## config.mk

```make
export PLATFORM = sky130hd
export DESIGN_NAME = alu_seq
export DESIGN_NICKNAME = d
export VERILOG_FILES = /design/src/rtl/alu_pkg.sv /design/src/rtl/alu_mul_seq.sv /design/src/rtl/alu_seq.sv
export SDC_FILE = /design/constraint.sdc
export NUM_CORES = 1
export LEC_CHECK = 0
export BUFFER_PORTS_ARGS = -buffer_cell sky130_fd_sc_hd__buf_2
export CAP_MARGIN = 5
export CORE_MARGIN = 10
export CORE_UTILIZATION = 35
export CTS_CLUSTER_DIAMETER = 100
export DETAILED_ROUTE_END_ITERATION = 7
export GPL_ROUTABILITY_DRIVEN = 1
export HOLD_SLACK_MARGIN = 0.12
export SLEW_MARGIN = 20
export SYNTH_ARGS = -nofsm -noshare
export SYNTH_HDL_FRONTEND = slang
export SYNTH_HIERARCHICAL = 1
export SYNTH_SLANG_ARGS = --single-unit
```

## constraint.sdc

```tcl
create_clock -name clock -period 10.4 [get_ports clock]
set_input_delay 0 -clock clock [delete_from_list [all_inputs] [get_ports clock]]
set_output_delay 0 -clock clock [all_outputs]
set_load 0.03 [all_outputs]
```

## src/rtl/alu_pkg.sv

```systemverilog
// Shared opcodes, flag bit positions and FSM encoding for the sequential ALU.
// No logic; constants only.
// Imported by alu_seq and alu_mul_seq.
package alu_pkg;

  localparam logic [3:0] OP_ADD = 4'd0;
  localparam logic [3:0] OP_INC = 4'd1;
  localparam logic [3:0] OP_SUB = 4'd2;
  localparam logic [3:0] OP_DEC = 4'd3;
  localparam logic [3:0] OP_AND = 4'd4;
  localparam logic [3:0] OP_OR  = 4'd5;
  localparam logic [3:0] OP_XOR = 4'd6;
  localparam logic [3:0] OP_NOT = 4'd7;
  localparam logic [3:0] OP_ADC = 4'd8;
  localparam logic [3:0] OP_SBC = 4'd9;
  localparam logic [3:0] OP_SHL = 4'd10;
  localparam logic [3:0] OP_SHR = 4'd11;
  localparam logic [3:0] OP_ASR = 4'd12;
  localparam logic [3:0] OP_ROL = 4'd13;
  localparam logic [3:0] OP_ROR = 4'd14;
  localparam logic [3:0] OP_MUL = 4'd15;

  localparam int FLAG_N = 3;
  localparam int FLAG_Z = 2;
  localparam int FLAG_V = 1;
  localparam int FLAG_C = 0;

  typedef enum logic {
    ST_IDLE = 1'b0,
    ST_MUL  = 1'b1
  } state_t;

endpackage

```

## src/rtl/alu_mul_seq.sv

```systemverilog
// Shift-add multiplier: one partial product per cycle, full 2*WIDTH product.
// Latency: bit 0 folded in on load, final product ready with done WIDTH-1 cycles later.
// No backpressure: load while busy restarts the multiply; caller must avoid it.
module alu_mul_seq #(
  parameter int WIDTH = 8,
  parameter int CNT_W = $clog2(WIDTH + 1)
) (
  input  logic               clock,
  input  logic               reset,
  input  logic               load,
  input  logic [WIDTH-1:0]   A,
  input  logic [WIDTH-1:0]   B,
  output logic               busy,
  output logic               done,
  output logic [2*WIDTH-1:0] product
);

  localparam logic [CNT_W-1:0] CNT_INIT = CNT_W'(WIDTH - 1);
  localparam logic [CNT_W-1:0] CNT_LAST = CNT_W'(1);

  logic [2*WIDTH-1:0] mcand;
  logic [WIDTH-1:0]   mplier;
  logic [2*WIDTH-1:0] acc;
  logic [CNT_W-1:0]   cnt;

  // Load folds in the first partial product, then one multiplier bit per cycle.
  always_ff @(posedge clock) begin
    if (reset) begin
      mcand  <= '0;
      mplier <= '0;
      acc    <= '0;
      cnt    <= '0;
      busy   <= 1'b0;
      done   <= 1'b0;
    end else begin
      done <= 1'b0;
      if (load) begin
        mcand  <= {{(WIDTH-1){1'b0}}, A, 1'b0};
        mplier <= {1'b0, B[WIDTH-1:1]};
        acc    <= B[0] ? {{WIDTH{1'b0}}, A} : '0;
        cnt    <= CNT_INIT;
        busy   <= 1'b1;
      end else if (busy) begin
        if (mplier[0]) begin
          acc <= acc + mcand;
        end
        mcand  <= mcand << 1;
        mplier <= mplier >> 1;
        cnt    <= cnt - 1'b1;
        if (cnt == CNT_LAST) begin
          busy <= 1'b0;
          done <= 1'b1;
        end
      end
    end
  end

  assign product = acc;

endmodule

```

## src/rtl/alu_seq.sv

```systemverilog
// Registered ALU with NZVC flags, carry-chained ADC/SBC, shifts/rotates and sequential MUL.
// Latency: 1 cycle for single-cycle ops, WIDTH+1 cycles for MUL (busy for WIDTH cycles).
// Backpressure: start is ignored while busy; no queuing.
module alu_seq
  import alu_pkg::*;
#(
  parameter int WIDTH = 8,
  parameter int CNT_W = $clog2(WIDTH + 1)
) (
  input  logic             clock,
  input  logic             reset,
  input  logic             start,
  input  logic [WIDTH-1:0] A,
  input  logic [WIDTH-1:0] B,
  input  logic [3:0]       ALU_Sel,
  input  logic             flag_we,
  output logic [WIDTH-1:0] Result,
  output logic [3:0]       NZVC,
  output logic             busy,
  output logic             done
);

  localparam int MSB = WIDTH - 1;
  localparam logic [WIDTH:0] ONE_EXT = {{WIDTH{1'b0}}, 1'b1};

  state_t state_q, state_d;

  logic               mul_load, mul_busy, mul_done;
  logic [2*WIDTH-1:0] mul_product;
  logic               alu_upd, mul_fin, mul_fwe_q;

  logic [WIDTH:0]     ext, cin_ext;
  logic [WIDTH-1:0]   alu_r;
  logic               alu_c, alu_v;
  logic [3:0]         nzvc_alu, nzvc_mul;
  logic               mul_hi_nz;

  alu_mul_seq #(.WIDTH(WIDTH), .CNT_W(CNT_W)) u_mul (
    .clock   (clock),
    .reset   (reset),
    .load    (mul_load),
    .A       (A),
    .B       (B),
    .busy    (mul_busy),
    .done    (mul_done),
    .product (mul_product)
  );

  assign cin_ext = {{WIDTH{1'b0}}, NZVC[FLAG_C]};

  // Single-cycle datapath: result, carry and overflow for every non-MUL opcode.
  always_comb begin
    ext   = '0;
    alu_r = '0;
    alu_c = 1'b0;
    alu_v = 1'b0;
    case (ALU_Sel)
      OP_ADD: begin
        ext   = {1'b0, A} + {1'b0, B};
        alu_r = ext[MSB:0];
        alu_c = ext[WIDTH];
        alu_v = (A[MSB] == B[MSB]) && (alu_r[MSB] != A[MSB]);
      end
      OP_ADC: begin
        ext   = {1'b0, A} + {1'b0, B} + cin_ext;
        alu_r = ext[MSB:0];
        alu_c = ext[WIDTH];
        alu_v = (A[MSB] == B[MSB]) && (alu_r[MSB] != A[MSB]);
      end
      OP_INC: begin
        ext   = {1'b0, A} + ONE_EXT;
        alu_r = ext[MSB:0];
        alu_c = ext[WIDTH];
        alu_v = !A[MSB] && alu_r[MSB];
      end
      OP_SUB: begin
        ext   = {1'b0, A} - {1'b0, B};
        alu_r = ext[MSB:0];
        alu_c = ext[WIDTH];
        alu_v = (A[MSB] != B[MSB]) && (alu_r[MSB] != A[MSB]);
      end
      OP_SBC: begin
        ext   = {1'b0, A} - {1'b0, B} - cin_ext;
        alu_r = ext[MSB:0];
        alu_c = ext[WIDTH];
        alu_v = (A[MSB] != B[MSB]) && (alu_r[MSB] != A[MSB]);
      end
      OP_DEC: begin
        ext   = {1'b0, A} - ONE_EXT;
        alu_r = ext[MSB:0];
        alu_c = ext[WIDTH];
        alu_v = A[MSB] && !alu_r[MSB];
      end
      OP_AND: alu_r = A & B;
      OP_OR:  alu_r = A | B;
      OP_XOR: alu_r = A ^ B;
      OP_NOT: alu_r = ~A;
      OP_SHL: begin
        alu_r = {A[MSB-1:0], 1'b0};
        alu_c = A[MSB];
      end
      OP_SHR: begin
        alu_r = {1'b0, A[MSB:1]};
        alu_c = A[0];
      end
      OP_ASR: begin
        alu_r = {A[MSB], A[MSB:1]};
        alu_c = A[0];
      end
      OP_ROL: begin
        alu_r = {A[MSB-1:0], A[MSB]};
        alu_c = A[MSB];
      end
      OP_ROR: begin
        alu_r = {A[0], A[MSB:1]};
        alu_c = A[0];
      end
      default: ;
    endcase
  end

  assign nzvc_alu  = {alu_r[MSB], (alu_r == '0), alu_v, alu_c};
  assign mul_hi_nz = (mul_product[2*WIDTH-1:WIDTH] != '0);
  assign nzvc_mul  = {mul_product[MSB], (mul_product[MSB:0] == '0), mul_hi_nz, mul_hi_nz};

  // Control state register.
  always_ff @(posedge clock) begin
    if (reset) begin
      state_q <= ST_IDLE;
    end else begin
      state_q <= state_d;
    end
  end

  // Next state and per-cycle control strobes; start only counts in IDLE.
  always_comb begin
    state_d  = state_q;
    mul_load = 1'b0;
    alu_upd  = 1'b0;
    mul_fin  = 1'b0;
    case (state_q)
      ST_IDLE: begin
        if (start) begin
          if (ALU_Sel == OP_MUL) begin
            mul_load = 1'b1;
            state_d  = ST_MUL;
          end else begin
            alu_upd = 1'b1;
          end
        end
      end
      ST_MUL: begin
        // The multiplier drops busy in the same cycle it pulses done.
        if (mul_done && !mul_busy) begin
          mul_fin = 1'b1;
          state_d = ST_IDLE;
        end
      end
      default: state_d = ST_IDLE;
    endcase
  end

  assign busy = (state_q == ST_MUL);

  // Output registers: result, flags (gated by flag_we captured at start) and done pulse.
  always_ff @(posedge clock) begin
    if (reset) begin
      Result    <= '0;
      NZVC      <= '0;
      done      <= 1'b0;
      mul_fwe_q <= 1'b0;
    end else begin
      done <= alu_upd | mul_fin;
      if (mul_load) begin
        mul_fwe_q <= flag_we;
      end
      if (alu_upd) begin
        Result <= alu_r;
        if (flag_we) begin
          NZVC <= nzvc_alu;
        end
      end
      if (mul_fin) begin
        Result <= mul_product[MSB:0];
        if (mul_fwe_q) begin
          NZVC <= nzvc_mul;
        end
      end
    end
  end

endmodule

```

==> run metrics, run 1 <==
status completed; top_reg_cell synth dfxtp_1; CTS resizes 0; Async S/R FF share, synth 0%; drt pass-1 iters 8; I/O pins 38; Initial DRC Count 463; Reg area 0.00118 mm2; average cell area after synthesis 7.55 um2; Core ar. 0.0160 mm2; DP Cell Count 966; detailed placement HPWL 13800 um; worst-path fanout max 11; routed vias/inst 5.81; I/O Buffers 37; switching part of the total 29.7%; crit-path most repeated cell or4_4; leak pwr 2.66 nW; top sig layer met4; combinational share of power 24.3%; top-area cell type share of the netlist area 20.6%; initial core utilization 35.9%; Seq/Total Area, Yosys 20.6%; ant diodes 0; fill cell count 1720; Worst-path clk slew 0.05 ns; clock network power share 45.2%; Hold/Removal Path Class in2reg; Max Freq 262 MHz; max-slew violation count 0; Fin Clk Skew 0.00843 ns; DR WL met3 1450 um; post-CTS setup buffer count 0; layout cell share with drive strength beyond 1 10.1%; Clock Latency Late Sink 0.33 ns; Crit path largest cell delay 0.55 ns; P&R area growth vs syn 13.4%; DRC 0; CTS max path bufs 2; # Max-Cap Violations 0; crit end category flip-flop; setup violators final 0; sw power 229 uW; Post-Syn Area 0.00574 mm2; FF+latch count, synth 59; fin crit share 36.7%; area occupied by multi-input gates 0.00420 mm2; CTS tree built; per-cell routed wire length 18.2 um; Rows 46; total CTS buffers 9; worst-path cell chain dlygate4sd3_1 -> buf_2 -> ha_1 -> fa_1 -> and3_1 -> o21a_1 -> or4_4 -> or4b_4 -> or4_4 -> a21oi_2 -> nor3_1 -> o41ai_2; GRT overflow 0; Crit path buffers/inverters 2; Worst slew margin 29.3%; min cycle time layout 3.82 ns; RSZ-0062 raised after global routing no; Total Wirelength 18200 um; Peak VDD IR 80.5 uV; crit path max-delay cell type or4b_4; CP required 10.64 ns; post-route cell area 0.00651 mm2; Setup Slack @ Placement 6.70 ns; Cells after Synth 761; Int Pwr 543 uW; Reg power frac 30.5%; Top delay family on crit path simple AND/OR/NAND/NOR gates; die height 148 um; vias 5791; syn nets 836; Met2 Wirelength 7650 um; Setup crit start kind primary input; post-synthesis cell type count 77; vias in the first global route 5275; post-route ant nets 0; die footprint 0.0219 mm2; Layout Cells excl Fill 996; area leader, netlist dfxtp_1; Post-Route Setup TNS 0 ns; YS warnings 6; final setup margin 6.58 ns; top-count cell post-synth nor2_1; top cells by area, synth dfxtp_1, ha_1, a21oi_1, nor2_1, mux2i_1; cell area power density 119 mW/mm2; Synth top cells by count nor2_1, a21oi_1, dfxtp_1; worst path arrival time 4.06 ns; final count of hold timing violations 0; CTS Sinks 59; htree depth 3; DP Area 0.00601 mm2; critical path type in2reg; total track usage 16.2%; Metal-1 WL 8830 um; largest net degree at the start of global routing 48; final net count 851; gpl congestion 0.957; Hold Buf Count CTS 15; number of synthesized flops with an enable pin 0; initial antenna violation count 0; worst slew pin tran 1.05 ns; clk root buf clkbuf_16; Die Wd 148 um; first-pass GRT wire length 29100 um
-- final cells by class --
class                   count  area share (%)
well taps                 216            4.15
inverters                  39            2.25
repair buffers             55            5.50
clock buffers              11            3.88
clock inverters             4            1.50
flip-flops and latches     59            18.1
multi-input cells         612            64.6
-- layout by cell type (no fill, tap or decap), types with 16 or more instances in the layout --
cell     synthesis  routed
inv_1           39      39
a21oi_1         64      64
mux2i_1         29      29
nor2_1          84      83
nor3_1          27      27
ha_1            48      48
dfxtp_1         59      59
o21ai_0         27      27
buf_2           10      37
nand3_1         23      23
nand2_1         58      58
xnor2_1         16      16
-- per-stage QoR --
stage	hold slack, ns	total power [mW]	utilization, %
finish	0.135	0.772	40.7
global route	0.174	0.806	40.7
CTS	0.127	0.775	40.7
detailed placement	0.290	0.419	37.6
global placement	0.268	0.418	37.6
floorplan	0.0691	0.367	-
-- per-layer routing --
layer	vias up	track usage, %
li1	2829	-
met1	2727	22.9
met2	216	23.6
met3	19	4.34
met4	0	4.06
met5	-	0
-- final timing paths --
check	start	end	slack, ns	cells past startpoint
min reg2reg	u_mul/product[15]	u_mul/product[15]	0.48	2
max reg2reg	NZVC[0]	NZVC[2]	7.37	9
min	A[2]	u_mul/mcand[3]	0.14	3
max	A[0]	NZVC[3]	6.58	12
-- sequential cells by signal (all words and copies together) (netlist names) --
name / count
NZVC: 4
Result: 8
busy: 1
done: 1
mul_fwe_q: 1
u_mul/busy: 1
u_mul/cnt: 4
u_mul/done: 1
u_mul/mcand: 15
u_mul/mplier: 7
u_mul/product: 16
-- logic make-up after synthesis --
kind of cell | count (synthesis) | share of synthesized area (%)
and+or+nand+nor | 275 | 23.9
AOI/OAI and AO/OA | 225 | 27.0
buffers and inverters | 90 | 6.36
DFF | 59 | 20.6
adders and majority gates | 51 | 11.5
muxes | 32 | 6.23
xor gates and xnor gates | 29 | 4.42
-- power by group through the flow --
| stage | sequential [mW] | combinational [mW] | clock [mW] |
|---|---|---|---|
| floorplan | 0.246 | 0.121 | 0 |
| global placement | 0.240 | 0.178 | 0 |
| detailed placement | 0.240 | 0.179 | 0 |
| CTS | 0.235 | 0.184 | 0.356 |
| global route | 0.236 | 0.204 | 0.366 |
| finish | 0.236 | 0.188 | 0.349 |
-- worst reg2reg max path: stages (launching register included) --
cell,delay [ns]
dfxtp_1,0.42
ha_1,0.30
nand3_1,0.10
a2111oi_0,0.38
o211ai_1,0.22
a211oi_1,0.51
xor2_1,0.18
o21ai_0,0.14
or4_2,0.57
o21ai_1,0.14
Note: power is estimated with default switching activity, not from simulation.
==> inputs of run 2 (changes only) <==
==> constraint.sdc (replaced) <==
create_clock -name clock -period 3.95 [get_ports clock]
set_input_delay 0 -clock clock [delete_from_list [all_inputs] [get_ports clock]]
set_output_delay 0 -clock clock [all_outputs]
set_load 0.03 [all_outputs]
==> run metrics, run 2 (synthesized netlist as in run 1, its figures left out) <==
total track usage 16.5%; final setup margin 0.197 ns; Worst-path clk slew 0.05 ns; # Max-Cap Violations 0; clk root buf clkbuf_16; commonest non-fill, non-tap cells in the layout nor2_1, a21oi_1, dfxtp_1; initial core utilization 35.9%; die footprint 0.0219 mm2; Initial DRC Count 436; most common cell after layout, fill and taps aside nor2_1; max-slew violation count 0; final net count 861; largest net degree at the start of global routing 48; Post-Route Setup TNS 0 ns; GRT overflow 0; min cycle time layout 3.75 ns; Setup Slack @ Placement 0.330 ns; Core ar. 0.0160 mm2; final count of hold timing violations 0; per-cell routed wire length 18.1 um; Peak VDD IR 212 uV; htree depth 3; Rows 46; Fin Clk Skew 0.00800 ns; Hold/Removal Path Class in2reg; max FFs per register 16; I/O pins 38; leak pwr 2.72 nW; ant diodes 0; worst slew pin tran 0.995 ns; post-CTS setup buffer count 0; Layout Cells excl Fill 1006; CTS Sinks 59; fin crit share 95.0%; layout cell share with drive strength beyond 1 11.5%; critical path type in2reg; detailed placement HPWL 14000 um; status completed; DP Cell Count 977; post-route ant nets 0; I/O Buffers 37; vias in the first global route 5311; Die Wd 148 um; setup violators final 0; Clock Latency Late Sink 0.34 ns; CTS max path bufs 2; cell area power density 316 mW/mm2; die height 148 um; Worst slew margin 32.7%; drt pass-1 iters 5; CP required 4.19 ns; RSZ-0062 raised after global routing no; P&R area growth vs syn 14.9%; vias 5747; routed vias/inst 5.71; worst-path fanout max 11; WHS 0.154 ns; post-route cell area 0.00660 mm2; Max Freq 266 MHz; worst path arrival time 4.00 ns; DP Area 0.00609 mm2; CTS tree built; first-pass GRT wire length 29400 um; initial antenna violation count 0; crit end category flip-flop; gpl congestion 0.983; Total Wirelength 18300 um; total CTS buffers 9; DRC 0; Setup crit start kind primary input
[run 2: cell types whose count changed in the layout (fill, tap and decap cells not counted), sizes merged]
cell	delta
buf	+11
bufinv	+1
clkbuf	-1
clkinv	+1
clkinvlp	-1
dlygate4sd3	-1
[run 2: what timing repair did]
item	4_1_cts	5_1_grt
hold endpoints to repair	20	0
endpoints found under the setup margin	0	1
hold buffers	14	0
gates resized for setup	0	1
[run 2: where the power goes]
part	internal (mW)	total, mW	switching (mW)
registers	0.610	0.621	0.0102
clock network	0.691	0.962	0.271
logic	0.185	0.505	0.320
total	1.49	2.09	0.601
[run 2: final timing paths]
path               startpoint          endpoint  slack, ns  cells past startpoint
max                      B[0]           NZVC[3]       0.20                     12
min                      A[1]    u_mul/mcand[2]       0.15                      3
max reg2reg           NZVC[0]           NZVC[2]       1.09                     10
min reg2reg  u_mul/product[0]  u_mul/product[0]       0.49                      2
[run 2: metal layers]
layer | vias up | routed length, um | global-route usage, % | part of all wire (%)
li1 | 2846 | - | - | -
met1 | 2651 | 8800 | 23.2 | 48
met2 | 220 | 7730 | 24.5 | 42
met3 | 30 | 1300 | 3.13 | 7.1
met4 | 0 | 417 | 5.55 | 2.3
met5 | - | 0 | 0 | 0
[run 2: layout make-up]
cell class / count / area (um2)
Tap cell: 216 / 270
Inverter: 39 / 146
Clock buffer: 10 / 239
Multi-Input combinational cell: 612 / 4210
Clock inverter: 5 / 125
Fill cell: 1663 / 9400
Timing Repair Buffer: 65 / 430
Sequential cell: 59 / 1180
[run 2: stage by stage]
step                      power, mW  utilization [%]
after global placement         1.12             38.1
after global routing           2.18             41.2
after CTS                      2.09             41.2
after floorplan               0.967                -
final                          2.09             41.2
after detailed placement       1.12             38.1
[run 2: critical path: stages]
cell	delay, ns
dlygate4sd3_1	0.53
buf_2	0.20
ha_2	0.25
fa_1	0.43
and3_1	0.20
o21a_1	0.21
or4_4	0.54
or4b_4	0.54
or4_4	0.52
a21oi_2	0.18
nor3_1	0.09
o41ai_2	0.30
==> inputs of run 3 (changes only) <==
--- a/config.mk
+++ b/config.mk
@@ -13,6 +13,7 @@
 export DETAILED_ROUTE_END_ITERATION = 7
 export GPL_ROUTABILITY_DRIVEN = 1
 export HOLD_SLACK_MARGIN = 0.12
+export RECOVER_POWER = 25
 export SLEW_MARGIN = 20
 export SYNTH_ARGS = -nofsm -noshare
 export SYNTH_HDL_FRONTEND = slang
==> run metrics, run 3 (synthesized netlist as in run 1, its figures left out) <==
Layout Cells excl Fill 1006; crit end category flip-flop; worst slew pin tran 0.995 ns; worst path arrival time 4.00 ns; final count of hold timing violations 0; cell area power density 318 mW/mm2; DRC 0; Crit path largest cell delay 0.54 ns; P&R area growth vs syn 14.5%; drt pass-1 iters 5; CP required 4.19 ns; crit-path most repeated cell or4_4; Worst-path clk slew 0.05 ns; initial antenna violation count 0; die footprint 0.0219 mm2; total CTS buffers 9; most common cell after layout, fill and taps aside nor2_1; Fin Clk Skew 0.00797 ns; vias 5801; CTS Sinks 59; Clock Latency Late Sink 0.34 ns; DP Cell Count 977; initial core utilization 35.9%; DP Area 0.00609 mm2; clk root buf clkbuf_16; routed vias/inst 5.77; Setup crit start kind primary input; commonest non-fill, non-tap cells in the layout nor2_1, a21oi_1, dfxtp_1; Total Wirelength 18400 um; detailed placement HPWL 14000 um; Initial DRC Count 444; Peak VDD IR 212 uV; CTS tree built; first-pass GRT wire length 29400 um; I/O Buffers 37; layout cell share with drive strength beyond 1 9.49%; Worst slew margin 32.7%; fill cell count 1665; Rows 46; critical path type in2reg; htree depth 3; Max Freq 266 MHz; CTS max path bufs 2; ant diodes 0; Core ar. 0.0160 mm2; # Max-Cap Violations 0; total track usage 16.5%; setup violators final 0; RSZ-0062 raised after global routing no; crit path max-delay cell type or4_4; largest net degree at the start of global routing 48; I/O pins 38; post-route ant nets 0; post-route cell area 0.00657 mm2; leak pwr 2.66 nW; status completed; min cycle time layout 3.75 ns; max FFs per register 16; final net count 861; Die Wd 148 um; max-slew violation count 0; die height 148 um; per-cell routed wire length 18.3 um; fin crit share 95.0%; worst-path fanout max 11; Hold/Removal Path Class in2reg; GRT overflow 0; vias in the first global route 5311; gpl congestion 0.983; Post-Route Setup TNS 0 ns; worst-path cell chain dlygate4sd3_1 -> buf_2 -> ha_2 -> fa_1 -> and3_1 -> o21a_1 -> or4_4 -> or4b_4 -> or4_4 -> a21oi_2 -> nor3_1 -> o41ai_2
==> run 3: worst paths after layout <==
path / start / slack (ns) / endpoint / cells past startpoint
max: B[0] / 0.20 / NZVC[3] / 12
min reg2reg: u_mul/product[0] / 0.49 / u_mul/product[0] / 2
max reg2reg: NZVC[0] / 1.08 / NZVC[2] / 8
min: A[1] / 0.15 / u_mul/mcand[2] / 3
==> run 3: repair_timing <==
item | CTS | global route
hold endpoints to repair | 20 | 0
endpoints found under the setup margin | 0 | 1
hold buffers | 14 | 0
gates resized for setup | 0 | 1
setup buffers | 0 | 0
==> run 3: worst max-delay path, delay by kind of cell <==
kind	cells	cell delay (ns)
and+or+nand+nor	5	1.89
buffers and inverters	2	0.73
adders and majority gates	2	0.67
AOI/OAI and AO/OA	3	0.69
==> run 3: power breakdown <==
part / switching [mW] / internal, mW
combinational: 0.322 / 0.182
clock: 0.272 / 0.691
sequential: 0.0105 / 0.610
total: 0.604 / 1.48
==> run 3: routing by layer <==
layer  up-vias  GRT usage, %  routed length [um]
met1      2689          23.2                8880
met5         -             0                   0
li1       2849             -                   -
met2       238          24.5                7820
met4         0          5.55                 385
met3        25          3.13                1330
==> run 3: metrics by stage <==
step                      util (%)  total power, mW  hold WS [ns]  setup slack (ns)
after global placement        38.1             1.12         0.266             0.409
after detailed placement      38.1             1.12         0.281             0.330
after global routing          41.1             2.18         0.164            0.0228
after CTS                     41.2             2.09         0.135             0.141
after floorplan                  -            0.967        0.0691             0.646
final                         41.1             2.09         0.153             0.196
==> run 3: final cells by class <==
cell class                 instances  area (um2)  area share (%)
inverter                          39         146            2.23
clock buffer                      10         239            3.64
clock inverter                     5         125            1.90
tap                              216         270            4.11
timing repair buffer              65         413            6.28
sequential                        59        1180            18.0
multi-input combinational        612        4200            63.9
